==> config.mk <==
export PLATFORM = sky130hd
export DESIGN_NAME = seq_divider
export DESIGN_NICKNAME = d
export VERILOG_FILES = /design/src/rtl/div_pkg.sv /design/src/rtl/seq_divider_trial_sub.sv /design/src/rtl/seq_divider.sv
export SDC_FILE = /design/constraint.sdc
export NUM_CORES = 1
export LEC_CHECK = 0
export ABC_CLOCK_PERIOD_IN_PS = 4200
export CAP_MARGIN = 10
export CORE_UTILIZATION = 45
export CTS_CLUSTER_SIZE = 12
export DETAILED_ROUTE_END_ITERATION = 16
export GPL_TIMING_DRIVEN = 0
export HOLD_SLACK_MARGIN = 0.08
export PLACE_DENSITY = 0.73
export SYNTH_ARGS = -nofsm -noshare
export SYNTH_HDL_FRONTEND = slang
export SYNTH_HIERARCHICAL = 1
export SYNTH_SLANG_ARGS = --single-unit
==> constraint.sdc <==
create_clock -name clk -period 4.2 [get_ports clk]
set_input_delay 0.63 -clock clk [delete_from_list [all_inputs] [get_ports clk]]
set_output_delay 0.63 -clock clk [all_outputs]
set_load 0.1 [all_outputs]
==> src/rtl/div_pkg.sv <==
// Shared definitions for the sequential restoring divider.
//   - div_state_e   : controller states (IDLE, RUN, DONE)
//   - DEFAULT_WIDTH : default operand width
//   - count_width() : width of the iteration counter for a given operand width
package div_pkg;

    typedef enum logic [1:0] {
        IDLE = 2'd0,
        RUN  = 2'd1,
        DONE = 2'd2
    } div_state_e;

    localparam int DEFAULT_WIDTH = 8;

    // The counter has to hold the value WIDTH itself, hence WIDTH+1 codes.
    function automatic int count_width(input int w);
        return $clog2(w + 1);
    endfunction

endpackage

==> src/rtl/seq_divider_trial_sub.sv <==
// Combinational (WIDTH+1)-bit trial subtractor, a - b, built as a ripple
// chain of full adders with b inverted and carry-in tied to 1 (same structure
// as the add_sub datapath).
// Ports:
//   a      : minuend, WIDTH+1 bits
//   b      : subtrahend, WIDTH+1 bits
//   diff   : low WIDTH bits of the difference
//   borrow : MSB of the (WIDTH+1)-bit difference; 1 means a < b
module trial_sub #(
    parameter int WIDTH = 8
) (
    input  logic [WIDTH:0]   a,
    input  logic [WIDTH:0]   b,
    output logic [WIDTH-1:0] diff,
    output logic             borrow
);

    logic [WIDTH:0] b_inv_s;
    logic [WIDTH:0] sum_s;
    logic [WIDTH:0] carry_s;    // carry into each bit position

    assign b_inv_s    = ~b;
    assign carry_s[0] = 1'b1;

    for (genvar i = 0; i <= WIDTH; i++) begin : g_fa
        assign sum_s[i] = a[i] ^ b_inv_s[i] ^ carry_s[i];
        if (i < WIDTH) begin : g_carry
            assign carry_s[i+1] = (a[i] & b_inv_s[i]) | (carry_s[i] & (a[i] ^ b_inv_s[i]));
        end
    end

    // The operands never differ by more than 2^WIDTH in magnitude, so the
    // top bit of the difference is a reliable sign/borrow indicator.
    assign diff   = sum_s[WIDTH-1:0];
    assign borrow = sum_s[WIDTH];

endmodule

==> src/rtl/seq_divider.sv <==
// Multi-cycle unsigned restoring divider: one quotient bit per clock.
// Ports:
//   clk, rst_n   : rising-edge clock, asynchronous active-low reset
//   start        : request, accepted when not busy (IDLE or DONE)
//   dividend     : numerator, captured with start
//   divisor      : denominator, captured with start
//   busy         : high while iterating
//   done         : one-cycle pulse, results valid from this cycle on
//   quotient     : result quotient (working register while busy)
//   remainder    : result remainder (partial remainder while busy)
//   div_by_zero  : set with done when the divisor was zero
module seq_divider
    import div_pkg::*;
#(
    parameter int WIDTH = DEFAULT_WIDTH
) (
    input  logic             clk,
    input  logic             rst_n,
    input  logic             start,
    input  logic [WIDTH-1:0] dividend,
    input  logic [WIDTH-1:0] divisor,
    output logic             busy,
    output logic             done,
    output logic [WIDTH-1:0] quotient,
    output logic [WIDTH-1:0] remainder,
    output logic             div_by_zero
);

    localparam int             CW       = count_width(WIDTH);
    localparam logic [CW-1:0]  CNT_INIT = CW'(WIDTH);
    localparam logic [CW-1:0]  CNT_ONE  = CW'(1'b1);

    div_state_e        state_r, state_next_s;
    logic [WIDTH-1:0]  qreg_r, qreg_next_s;
    logic [WIDTH-1:0]  rem_r, rem_next_s;
    logic [WIDTH-1:0]  divisor_r, divisor_next_s;
    logic [CW-1:0]     count_r, count_next_s;
    logic              dbz_r, dbz_next_s;
    logic              busy_r, done_r;
    logic              accept_s;

    logic [WIDTH:0]    shifted_s;
    logic [WIDTH-1:0]  trial_diff_s;
    logic              trial_borrow_s;

    assign shifted_s = {rem_r, qreg_r[WIDTH-1]};

    trial_sub #(.WIDTH(WIDTH)) u_trial_sub (
        .a      (shifted_s),
        .b      ({1'b0, divisor_r}),
        .diff   (trial_diff_s),
        .borrow (trial_borrow_s)
    );

    // Next-state and datapath update logic.
    always_comb begin
        state_next_s   = state_r;
        qreg_next_s    = qreg_r;
        rem_next_s     = rem_r;
        divisor_next_s = divisor_r;
        count_next_s   = count_r;
        dbz_next_s     = dbz_r;
        accept_s       = 1'b0;

        case (state_r)
            IDLE: begin
                accept_s = start;
            end
            RUN: begin
                if (trial_borrow_s) begin
                    rem_next_s = shifted_s[WIDTH-1:0];
                end else begin
                    rem_next_s = trial_diff_s;
                end
                qreg_next_s  = {qreg_r[WIDTH-2:0], ~trial_borrow_s};
                count_next_s = count_r - CNT_ONE;
                if (count_r == CNT_ONE) begin
                    state_next_s = DONE;
                end else begin
                    state_next_s = RUN;
                end
            end
            DONE: begin
                // A start arriving together with the done pulse is accepted
                // immediately so back-to-back operations lose no cycle.
                accept_s     = start;
                state_next_s = IDLE;
            end
            default: begin
                state_next_s = IDLE;
            end
        endcase

        // Operand capture overrides the per-state defaults above.
        if (accept_s) begin
            if (divisor == {WIDTH{1'b0}}) begin
                qreg_next_s  = {WIDTH{1'b1}};
                rem_next_s   = dividend;
                dbz_next_s   = 1'b1;
                count_next_s = {CW{1'b0}};
                state_next_s = DONE;
            end else begin
                qreg_next_s    = dividend;
                rem_next_s     = {WIDTH{1'b0}};
                divisor_next_s = divisor;
                dbz_next_s     = 1'b0;
                count_next_s   = CNT_INIT;
                state_next_s   = RUN;
            end
        end else begin
            divisor_next_s = divisor_next_s;
        end
    end

    // State, datapath and registered status outputs.
    always_ff @(posedge clk or negedge rst_n) begin
        if (!rst_n) begin
            state_r   <= IDLE;
            qreg_r    <= {WIDTH{1'b0}};
            rem_r     <= {WIDTH{1'b0}};
            divisor_r <= {WIDTH{1'b0}};
            count_r   <= {CW{1'b0}};
            dbz_r     <= 1'b0;
            busy_r    <= 1'b0;
            done_r    <= 1'b0;
        end else begin
            state_r   <= state_next_s;
            qreg_r    <= qreg_next_s;
            rem_r     <= rem_next_s;
            divisor_r <= divisor_next_s;
            count_r   <= count_next_s;
            dbz_r     <= dbz_next_s;
            busy_r    <= (state_next_s == RUN);
            done_r    <= (state_next_s == DONE);
        end
    end

    assign busy        = busy_r;
    assign done        = done_r;
    assign quotient    = qreg_r;
    assign remainder   = rem_r;
    assign div_by_zero = dbz_r;

endmodule
# After elaboration in Yosys (flattened, before gate mapping)
# Cells that the tools add are included.
[classes] addsub=1 n_eq_ne=5 n_mux=16 bitwise=44 n_reduce_logical=5
[ops] cell="$mux 8" n=7
[ops] cell="$xor 1x1->1" n=17
[ops] cell="$and 1x1->1" n=15
[ops] cell="$mux 4" n=3
[ops] cell="$not 8->9" n=1
[ops] cell="$logic_not 8->1" n=1
[ops] cell="$or 1x1->1" n=8
[ops] cell="$mux 2" n=3
[ops] cell="$eq 2x1->1 const B" n=2
[ops] cell="$eq 2x2->1 const B" n=2
[ops] cell="$eq 4x1->1 const B" n=1
[ops] cell="$pmux 2 s2" n=1
[ops] cell="$sub 4x1->4 const B" n=1
[ops] cell="$not 1->1" n=3
[ops] cell="$logic_not 2->1" n=1
[ops] cell="$mux 1" n=2
[ops] cell="$reduce_and 2->1" n=1
[ops] cell="$reduce_bool 2->1" n=1
[ops] cell="$reduce_or 2->1" n=1
[word_totals] reg_bits=33 inputBits=19 out_inout_bits=19 wordCells=79

# Depth between registers and ports, before layout
# Gate-level depths: netlist of run 1.
[depth] ltp_word=21 ltp_mapped=16 mapped_depth_nobuf=15

# Cells and area by module
# The synthesis of run 1 kept the hierarchy.
[by_module_without_submodules] mod="seq_divider" n_inst=1 cells_per_inst=159 area_per_inst_um2=1771.7 seq_area_each_um2=825.8
[by_module_without_submodules] mod="trial_sub" n_inst=1 cells_per_inst=26 area_per_inst_um2=240.2 seq_area_each_um2=0.0

# Worst setup path before layout of run 1
# OpenSTA, ideal clock, no wires.
[synth_timing] kind="flip-flop to flip-flop" start="register qreg_r[7] (netlist: quotient[7])" end="register rem_r[6] (netlist: remainder[6])" setup_ns=0.133 arrival_ns=4.609 required_time_ns=4.067 setup_slack_ns=-0.542 stages_incl_launch_ff=17 path_buffers=1 period_less_slack_ns=4.742 cell_sequence="dfrtp_1 -> inv_1 -> ha_1 -> inv_1 -> fa_1 -> inv_1 -> fa_1 -> fa_1 -> fa_1 -> fa_1 -> fa_1 -> fa_1 -> xor3_1 -> buf_2 -> nor2b_1 -> a211oi_1 -> o32ai_1"
[synth_via] elab_chain_len=20 word_cells_on_any_way=22 cone_classes="mux: 3; bitwise: 19"
[synth_lines] element="from (decl)" line="seq_divider.sv:34" text="logic [WIDTH-1:0] qreg_r, qreg_next_s;"
[synth_lines] element="from (signal assigned)" line="seq_divider.sv:119" text="qreg_r <= {WIDTH{1'b0}};"
[synth_lines] element="from (signal assigned)" line="seq_divider.sv:128" text="qreg_r <= qreg_next_s;"
[synth_lines] element="$and 1x1->1 or $xor 1x1->1 (tied branches)" line="seq_divider_trial_sub.sv:28" text="assign carry_s[i+1] = (a[i] & b_inv_s[i]) | (carry_s[i] & (a[i] ^ b_inv_s[i]));"
[synth_lines] element="$or 1x1->1 (*)" line="seq_divider_trial_sub.sv:28"
[synth_lines] element="$and 1x1->1 (*)" line="seq_divider_trial_sub.sv:28"
[synth_lines] element="$or 1x1->1 (*)" line="seq_divider_trial_sub.sv:28"
[synth_lines] element="$and 1x1->1 (*)" line="seq_divider_trial_sub.sv:28"
[synth_lines] element="$or 1x1->1 (*)" line="seq_divider_trial_sub.sv:28"
[synth_lines] element="$and 1x1->1 (*)" line="seq_divider_trial_sub.sv:28"
[synth_lines] element="$or 1x1->1 (*)" line="seq_divider_trial_sub.sv:28"
[synth_lines] element="[... 5 more ...]"
[synth_lines] element="$or 1x1->1 (*)" line="seq_divider_trial_sub.sv:28"
[synth_lines] element="$and 1x1->1 (*)" line="seq_divider_trial_sub.sv:28"
[synth_lines] element="$or 1x1->1 (*)" line="seq_divider_trial_sub.sv:28"
[synth_lines] element="$xor 1x1->1 (*)" line="seq_divider_trial_sub.sv:26" text="assign sum_s[i] = a[i] ^ b_inv_s[i] ^ carry_s[i];"
[synth_lines] element="named net trial_borrow_s" line="seq_divider.sv:44" text="logic trial_borrow_s;"
[synth_lines] element="$mux 8 (*)" line="seq_divider.sv:70" text="if (trial_borrow_s) begin"
[synth_lines] element="$mux 8 (*)" line="seq_divider.sv:65" text="case (state_r)"
[synth_lines] element="$mux 8 (*)" line="seq_divider.sv:95" text="if (accept_s) begin"
[synth_lines] element="to (signal assigned)" line="seq_divider.sv:120" text="rem_r <= {WIDTH{1'b0}};"
[synth_lines] element="to (signal assigned)" line="seq_divider.sv:129" text="rem_r <= rem_next_s;"
[synth_lines] element="to (decl)" line="seq_divider.sv:35" text="logic [WIDTH-1:0] rem_r, rem_next_s;"
# Mark *: on every way through the listed nets, which the timed path passes. The rest lies on a longest branch. The select of a mux whose other input is x is not followed.
# A chain may end at the register's enable or synchronous reset.

# Worst setup path in the final report of run 1
# Ends and elaborated chain as after synthesis.

==> results of run 1 <==
## Yosys cell counts, types with 2 or more instances
| cell | number |
|---|---|
| mux2i_1 | 14 |
| buf_2 | 8 |
| fa_1 | 7 |
| o32ai_1 | 8 |
| nand2b_1 | 4 |
| o21bai_1 | 2 |
| nor4_4 | 2 |
| nor2b_1 | 11 |
| mux2_2 | 7 |
| o21ai_0 | 3 |
| ha_1 | 3 |
| dfrtp_1 | 33 |
| nand2_1 | 22 |
| a22o_1 | 2 |
| nor2_1 | 9 |
| mux2_4 | 8 |
| nand3_1 | 3 |
| a211oi_1 | 9 |
| inv_1 | 19 |
## metal layers
| metal | vias to the layer above | GRT usage (%) | wire [um] | share of wire (%) |
|---|---|---|---|---|
| li1 | 720 | - | - | - |
| met1 | 737 | 30.6 | 2120 | 48 |
| met4 | 0 | 6.12 | 88 | 2.0 |
| met3 | 10 | 5.92 | 214 | 4.9 |
| met5 | - | 0 | 0 | 0 |
| met2 | 41 | 30.7 | 1980 | 45 |
## through the flow
stage	worst slack, ns	TNS (ns)	instance area, sq um	cells
final	0.171	0	2570	282
after global routing	0.000255	0	2570	282
after CTS	0.0400	0	2550	281
after detailed placement	-0.400	-2.81	2450	272
after global placement	-0.344	-2.50	2450	272
after floorplan	0.194	0	2020	185
## what timing repair did
action | 4_1_cts | 5_1_grt
buffers inserted | 1 | 1
pin swaps | 2 | 1
gates resized for setup | 5 | 5
setup endpoints to repair | 9 | 8
## critical path, cell delays in order, from the launching register on
cell,delay (ns)
dfrtp_4,0.42
inv_1,0.05
ha_1,0.18
inv_1,0.06
fa_1,0.16
inv_1,0.05
fa_2,0.34
fa_2,0.35
fa_2,0.36
fa_2,0.36
fa_2,0.37
fa_2,0.34
xor3_2,0.27
buf_6,0.17
nor2b_1,0.11
a211oi_1,0.06
o32ai_1,0.27
## final cells by class
cell class | instances | area [sq um] | area share [%]
timing repair buffer | 39 | 384 | 14.9
clock buffer | 8 | 80.1 | 3.11
tap | 50 | 62.6 | 2.43
buffer | 9 | 50.0 | 1.94
multi-input combinational | 124 | 1090 | 42.5
inverter | 19 | 71.3 | 2.77
sequential | 33 | 832 | 32.3
## cell families after synthesis
logic type                 count (synthesis)
xor gates and xnor gates                   2
muxes                                     29
buffers and inverters                     28
DFF                                       33
other                                      1
AOI/OAI and AO/OA                         27
adders and majority gates                 10
and+or+nand+nor                           55
## state kept, by name, summed over array words and instances (netlist names)
register     cells
done             1
count_r          4
divisor_r        8
div_by_zero      1
remainder        8
quotient         8
state_r          2
busy             1
## final timing paths
| path | slack (ns) | to |
|---|---|---|
| max reg2reg | 0.17 | remainder[6] |
| min | 0.41 | divisor_r[4] |
| min reg2reg | 0.49 | div_by_zero |
| min in group clk | 0.49 | div_by_zero |
| max in group asynchronous | 3.22 | quotient[7] |
| max | 0.17 | remainder[6] |
==> summary.md, run 1 <==
| Metric | Value |
|---|---|
| Starting Density | `roughly half` |
| Pin count of the biggest net entering global routing | `34` |
| Detailed Place HPWL | `3120 um` |
| Synth Cell Area | `~2000 sq um` |
| Top cell type's share of synthesized area | `between 40 and 50%` |
| Simple-Gate Fraction of Synth Area | `14.9%` |
| Min Clock Period, post-route | `4.03 ns` |
| Layout cells sized above 1 | `slightly below 20%` |
| Crit path launch | `quotient[7]` |
| Largest family of logic cells by synthesized area | `multiplexers` |
| Fraction of registers with async set/reset | `100%` |
| CTS root buffer | `clkbuf_8` |
| Clock skew | `0.00365 ns` |
| Tot GR Track Use | `21.2%` |
| Die height | `68.9 um` |
| Initial antenna violation count | `0` |
| Dominant cells by area after synthesis | `dfrtp_1, fa_1, mux2i_1` |
| Slew margin rel. | `34.9%` |
| Routed via count | `1508` |
| Syn Area/Cell | `10.9 sq um` |
| Worst Reg-to-Reg Cells | `16` |
| Complex-gate fraction of the synthesized area | `10.8%` |
| Seq/Total Area, Yosys | `41.0%` |
| Drt via density | `5.35` |
| DRT antenna net count | `0` |
| Synth warn | `6` |
| H-tree depth | `2` |
| RSZ-0062 raised after global routing | `no` |
| Leading cell type in the layout, fill and taps excluded | `clkdlybuf4s50_1` |
| First-pass GRT wire length | `7070 um` |
| Status | `complete, no violations` |
| Sink Count | `33` |
| CTS tree | `done` |
| Mux share of post-synthesis cell area | `between 10% and 20%` |
| Worst EP arrival | `4.21 ns` |
| Clock tree buffer depth | `2` |
| Xor/xnor cell area share of the yosys netlist | `1.62%` |
| Filler cells | `360` |
| Latest clock arrival within the worst-skew pair | `0.28 ns` |
| Final cycle utilization of the critical path | `95.9%` |
| Drt pass-1 iters | `4` |
| Crit. End Element | `flop` |
| CTS Buf Count | `5` |
| Post-layout util | `between 60 and 70%` |
| Slew Viols, Final | `0` |
| Diode count | `0` |
| Gate Count Post-Synth | `185` |
| Port Buf Inserts | `37` |
| Adder-Cell Fraction of Synth Area | `8.83%` |
| Max-Cap Viols | `0` |
| Most frequent cells in the layout | `clkdlybuf4s50_1, dfrtp_1, nand2_1` |
| Clock-pin slew on the worst setup and hold paths | `0.07 ns` |
| Vias in the first global route | `1398` |
| CTS Hold Buffers Added | `0` |
| Post-synth net total | `214` |
| Worst R2R Start | `quotient[7]` |
| Type of origin of the critical path | `flop` |
| Hold Path Class | `input pin to async pin` |
| Distinct cells, synth | `30` |
| Die ar. | `roughly 4700 sq um` |
| Post-synth EDFFs | `0` |
| Starting DRC count in detailed routing | `between 100 and 150` |
| Placer Congestion | `0.788` |
| Synth area leader | `dfrtp_1` |
| Core Area | `4140 sq um` |
| Total Wirelength | `~4400 um` |
| Area grow syn2layout | `28.0%` |
| Final Hold Fails | `0` |
| FMAX | `248 MHz` |
| Worst Hold Slack | `0.412 ns` |
| Main synth FF type | `dfrtp_1` |
| Wire length per cell | `around 16 um` |
| Final setup fails | `0` |
| Crit-path max FO | `10` |
| Remaining Overflow, GRT | `0` |
| Nets | `260` |
| Yosys reg bits | `33` |
| Worst-Margin Slew | `between 0.9 and 1 ns` |
| Ports | `38` |
| Die Width | `68.9 um` |
| Worst EP required | `4.38 ns` |
| DRC viols | `0` |
| Crit path kind | `flop to flop` |
| Rows | `23` |
Power of run 1 is left out: the tool's default activity adds up to more than one toggle a clock period on the data nets, which glitch-free logic cannot reach.
==> run 2: changes to the inputs <==
--- a/config.mk
+++ b/config.mk
@@ -11,8 +11,8 @@
 export CTS_CLUSTER_SIZE = 12
 export DETAILED_ROUTE_END_ITERATION = 16
 export GPL_TIMING_DRIVEN = 0
-export HOLD_SLACK_MARGIN = 0.08
 export PLACE_DENSITY = 0.73
+export RECOVER_POWER = 50
 export SYNTH_ARGS = -nofsm -noshare
 export SYNTH_HDL_FRONTEND = slang
 export SYNTH_HIERARCHICAL = 1
==> summary.md, run 2 (synthesized netlist as in run 1, its figures left out) <==
| Metric | Value |
|---|---|
| Filler cells | `362` |
| Wire length per cell | `between 15 and 20 um` |
| FF+latch area | `about 830 sq um` |
| Initial antenna violation count | `0` |
| Routed via count | `1519` |
| Status | `finished with violations` |
| Worst R2R Start | `quotient[7]` |
| Detailed Place HPWL | `3120 um` |
| Total Wirelength | `4400 um` |
| DRC viols | `0` |
| Rows | `23` |
| Sink Count | `33` |
| Worst-Margin Slew | `between 1.5 and 2 ns` |
| Critical path's slowest cell | `dfrtp_4` |
| Slew Viols, Final | `34` |
| Tot GR Track Use | `21.2%` |
| Die height | `68.9 um` |
| Final WS setup | `0.177 ns` |
| Crit. End Element | `flop` |
| Final setup fails | `0` |
| Failing checks | `capacitance limit, slew limit` |
| CP max stage delay | `around 0.42 ns` |
| Leading cell type in the layout, fill and taps excluded | `clkdlybuf4s50_1` |
| Hold path endpoint | `div_by_zero` |
| Vias in the first global route | `1398` |
| Drt via density | `~5.4` |
| Pin count of the biggest net entering global routing | `34` |
| Diode count | `0` |
| Final cycle utilization of the critical path | `95.8%` |
| H-tree depth | `2` |
| Hold path startpoint | `div_by_zero` |
| Crit-path cells | `inv_1, ha_1, inv_1, fa_1, inv_1, fa_2, fa_2, fa_2, fa_2, fa_2, fa_2, xor3_2, buf_6, nor2b_1, a211oi_1, o32ai_1` |
| Remaining Overflow, GRT | `0` |
| First-pass GRT wire length | `7070 um` |
| DRT antenna net count | `0` |
| Core Area | `4140 sq um` |
| Most frequent cells in the layout | `clkdlybuf4s50_1, dfrtp_1, nand2_1` |
| CTS Buf Count | `5` |
| Delay-heaviest family, CP | `adder cells` |
| Worst r2r dst | `remainder[6]` |
| Worst Reg-to-Reg Cells | `16` |
| Worst EP arrival | `about 4.2 ns` |
| Crit path kind | `flop to flop` |
| Layout cells sized above 1 | `17.2%` |
| Max-Cap Viols | `1` |
| Die Width | `approximately 69 um` |
| Clock tree buffer depth | `2` |
| Clock-pin slew on the worst setup and hold paths | `0.07 ns` |
| Latest clock arrival within the worst-skew pair | `0.28 ns` |
| FMAX | `249 MHz` |
| Clock skew | `0.00390 ns` |
| Die ar. | `4740 sq um` |
| CTS tree | `done` |
| Slew margin rel. | `-20.8%` |
| CTS root buffer | `clkbuf_8` |
| Starting Density | `48.6%` |
| WHS Path Cells | `2` |
| Most frequent CP cell | `fa_2` |
| RSZ-0062 raised after global routing | `no` |
| Starting DRC count in detailed routing | `100` |
| Setup slack, reg-to-reg | `0.18 ns` |
| Buf/Inv on CP | `4` |
| Drt pass-1 iters | `4` |
| Port Buf Inserts | `37` |
| Area of the multi-input gates | `1070 sq um` |
| Min Clock Period, post-route | `4.02 ns` |
| Final Hold Fails | `0` |
| Setup WS pre-CTS | `-0.400 ns` |
| Worst EP required | `4.38 ns` |
| Ports | `38` |
| Crit-path max FO | `10` |
| Type of origin of the critical path | `flop` |
| CTS Hold Buffers Added | `0` |
| Area grow syn2layout | `26.4%` |
| Placer Congestion | `0.788` |
| Hold Path Class | `flop to flop` |
| Nets | `260` |
## run 2: worst max path at each step
| stage | cells past startpoint | start | end |
|---|---|---|---|
| after floorplan | 15 | quotient[7] | remainder[7] |
| after global placement | 16 | quotient[7] | remainder[6] |
| after detailed placement | 16 | quotient[7] | remainder[6] |
| after CTS | 16 | quotient[7] | remainder[6] |
| after global routing | 16 | quotient[7] | remainder[6] |
| final | 16 | quotient[7] | remainder[6] |
## run 2: tightest hold or removal path, stage by stage, from the launching register on
cell	delay [ns]
dfrtp_1	0.35
nand2_1	0.05
nand2_1	0.05
## run 2: per-stage QoR
stage / utilization (%) / TNS [ns] / area (sq um) / cells / hold WS (ns)
after detailed placement: 59.1 / -2.81 / 2450 / 272 / 0.467
after global routing: 61.4 / 0 / 2540 / 282 / 0.517
after global placement: 59.2 / -2.50 / 2450 / 272 / 0.469
final: 61.4 / 0 / 2540 / 282 / 0.491
after floorplan: - / 0 / 2020 / 185 / 0.334
after CTS: 61.5 / 0 / 2550 / 281 / 0.440
## run 2: layout make-up
type	instances	area share, %
clock buffer	8	3.15
tap	50	2.46
multi-input combinational	124	42.0
buffer	9	1.82
inverter	19	2.80
timing repair buffer	39	15.1
sequential	33	32.7
## run 2: repair_timing
item                                    CTS  global route
pin swaps                                 2             1
endpoints found under the setup margin    9             8
resized for setup                         5             5
setup buffers                             1             1
## run 2: metal layers
layer | vias to the layer above | global-route usage [%] | part of all wire [%]
li1 | 722 | - | -
met1 | 749 | 30.6 | 49
met2 | 42 | 30.7 | 45
met3 | 6 | 5.92 | 5.0
met4 | 0 | 6.12 | 1.3
met5 | - | 0 | 0
Power of run 2 is left out for the same reason.
==> run 3: changes to the inputs <==
--- a/config.mk
+++ b/config.mk
@@ -5,13 +5,14 @@
 export SDC_FILE = /design/constraint.sdc
 export NUM_CORES = 1
 export LEC_CHECK = 0
+export ABC_AREA = 1
 export ABC_CLOCK_PERIOD_IN_PS = 4200
 export CAP_MARGIN = 10
-export CORE_UTILIZATION = 45
+export CORE_UTILIZATION = 46
 export CTS_CLUSTER_SIZE = 12
 export DETAILED_ROUTE_END_ITERATION = 16
 export GPL_TIMING_DRIVEN = 0
-export PLACE_DENSITY = 0.73
+export PLACE_DENSITY = 0.75
 export RECOVER_POWER = 50
 export SYNTH_ARGS = -nofsm -noshare
 export SYNTH_HDL_FRONTEND = slang
==> summary.md, run 3 <==
| Metric | Value |
|---|---|
| Max-Cap Viols | `1` |
| FMAX | `253 MHz` |
| Critical path's slowest cell | `dfrtp_4` |
| Mux share of post-synthesis cell area | `0%` |
| Wire length per cell | `12.1 um` |
| Top cell type's share of synthesized area | `a little over two fifths` |
| Syn Area/Cell | `7.56 sq um` |
| Complex-gate fraction of the synthesized area | `about 6.4%` |
| Die height | `between 60 and 70 um` |
| Core Area | `4030 sq um` |
| Worst path depth | `19` |
| CTS tree | `done` |
| Final Hold Fails | `0` |
| H-tree depth | `2` |
| Clock skew | `0.00483 ns` |
| Rows | `23` |
| Routed via count | `roughly 1700` |
| Final cycle utilization of the critical path | `94.2%` |
| Hold Path Class | `flop to flop` |
| Final setup fails | `0` |
| Diode count | `0` |
| Detailed Place HPWL | `between 3000 and 4000 um` |
| Synth warn | `6` |
| CTS root buffer | `clkbuf_8` |
| Worst EP required | `4.40 ns` |
| Xor/xnor cell area share of the yosys netlist | `0.451%` |
| Largest family of logic cells by synthesized area | `simple AND/OR/NAND/NOR gates` |
| Placer Congestion | `0.802` |
| Synth Cell Area | `approximately 2000 sq um` |
| Drt via density | `4.89` |
| Post-CTS Setup Repair Bufs | `0` |
| Tot GR Track Use | `between 20 and 25%` |
| Commonest cells in the netlist | `nand2_1, inv_1, dfrtp_1` |
| First-pass GRT wire length | `7180 um` |
| CTS Buf Count | `5` |
| Slew margin rel. | `-18.6%` |
| Leading cell type in the layout, fill and taps excluded | `nand2_1` |
| Distinct cells, synth | `22` |
| Seq/Total Area, Yosys | `42.5%` |
| Simple-Gate Fraction of Synth Area | `31.0%` |
| Crit path kind | `flop to flop` |
| Area grow syn2layout | `29.3%` |
| Buf/Inv on CP | `5` |
| DRT antenna net count | `0` |
| Synth area leader | `dfrtp_1` |
| Clock-pin slew on the worst setup and hold paths | `0.07 ns` |
| Dominant cells by area after synthesis | `dfrtp_1, nand2_1, fa_1` |
| Fraction of registers with async set/reset | `100%` |
| WHS Path Cells | `2` |
| CTS Hold Buffers Added | `0` |
| Gate Count Post-Synth | `257` |
| Worst-Margin Slew | `1.78 ns` |
| Starting Density | `48.2%` |
| Drt pass-1 iters | `4` |
| Ports | `38` |
| Vias in the first global route | `1569` |
| CP max stage delay | `around 0.44 ns` |
| Slew Viols, Final | `34` |
| Final WS setup | `0.243 ns` |
| Adder-Cell Fraction of Synth Area | `9.15%` |
| Yosys reg bits | `33` |
| Delay-heaviest family, CP | `adder cells` |
| Status | `finished with violations` |
| Worst EP arrival | `4.16 ns` |
| Post-synth EDFFs | `0` |
| Crit. End Element | `flop` |
| Die Width | `67.0 um` |
| Layout cells sized above 1 | `between 10 and 15%` |
| Remaining Overflow, GRT | `0` |
| Worst Reg-to-Reg Cells | `19` |
| Total Wirelength | `4280 um` |
| Die ar. | `4480 sq um` |
| Most frequent CP cell | `fa_2` |
| Nets | `roughly 330` |
| Main synth FF type | `dfrtp_1` |
| Clock tree buffer depth | `2` |
| Initial antenna violation count | `0` |
| Min Clock Period, post-route | `between 3 and 4 ns` |
| Sink Count | `33` |
| Starting DRC count in detailed routing | `80` |
| DRC viols | `0` |
| Crit-path cells | `inv_1, ha_1, inv_1, fa_1, inv_1, fa_1, fa_2, fa_2, fa_2, fa_2, fa_2, nand3_1, nand2_1, buf_6, inv_4, nand2_1, nand2_1, o21ai_1, a21oi_1` |
| Port Buf Inserts | `37` |
| Setup WS pre-CTS | `-0.0793 ns` |
| Type of origin of the critical path | `flop` |
| Cts repair resizes | `4` |
| Cell with the most instances after synthesis | `nand2_1` |
| Failing checks | `capacitance limit, slew limit` |
| Pin count of the biggest net entering global routing | `34` |
| Crit-path max FO | `10` |
| Latest clock arrival within the worst-skew pair | `0.28 ns` |
| Most frequent cells in the layout | `nand2_1, inv_1, clkdlybuf4s50_1` |
| RSZ-0062 raised after global routing | `no` |
run 3: area by class of cell:
type / instances / area (sq um)
Buffer: 8 / 51.3
Clock buffer: 5 / 68.8
Clock inverter: 3 / 65.1
Fill cell: 387 / 1520
Inverter: 38 / 145
Multi-Input combinational cell: 179 / 922
Sequential cell: 33 / 832
Tap cell: 50 / 62.6
Timing Repair Buffer: 37 / 364
run 3: worst reg2reg max path: cells and delay by family, from the launching register on:
family,cells,cell delay (ns)
adder cells (fa/ha/maj),8,2.51
flip-flops,1,0.44
buffers and inverters,5,0.39
AND/OR/NAND/NOR,4,0.28
AO/OA/AOI/OAI,2,0.24
run 3: worst paths after layout:
path	from	end	slack, ns
max in group asynchronous	rst_n	quotient[7]	2.13
setup reg to reg	quotient[7]	remainder[1]	0.24
hold reg to reg	divisor_r[1]	divisor_r[1]	0.48
min in group asynchronous	rst_n	divisor_r[7]	0.81
hold / removal	divisor_r[1]	divisor_r[1]	0.48
setup / recovery	quotient[7]	remainder[1]	0.24
run 3: cell families after synthesis:
kind of cell	after synthesis
AND/OR/NAND/NOR	143
buffers and inverters	46
flip-flops	33
AO/OA/AOI/OAI	23
adder cells (fa/ha/maj)	10
XOR/XNOR	1
other	1
run 3: per-stage QoR:
step,std cells,setup TNS [ns],hold WS [ns],utilization (%),instance area (sq um)
floorplan,258,0,0.334,-,1950
global placement,345,-0.0397,0.468,59.2,2380
detailed placement,345,-0.341,0.466,59.1,2380
CTS,353,0,0.438,62.6,2520
global route,353,0,0.505,62.3,2510
finish,353,0,0.484,62.3,2510
run 3: per-layer routing:
metal | routed length [um] | global-route usage, % | vias to the layer above
li1 | - | - | 870
met2 | 2000 | 33.1 | 51
met1 | 2040 | 31.2 | 801
met5 | 0 | 0 | -
met3 | 182 | 3.42 | 5
met4 | 59 | 8.24 | 0
Power of run 3 is left out for the same reason.
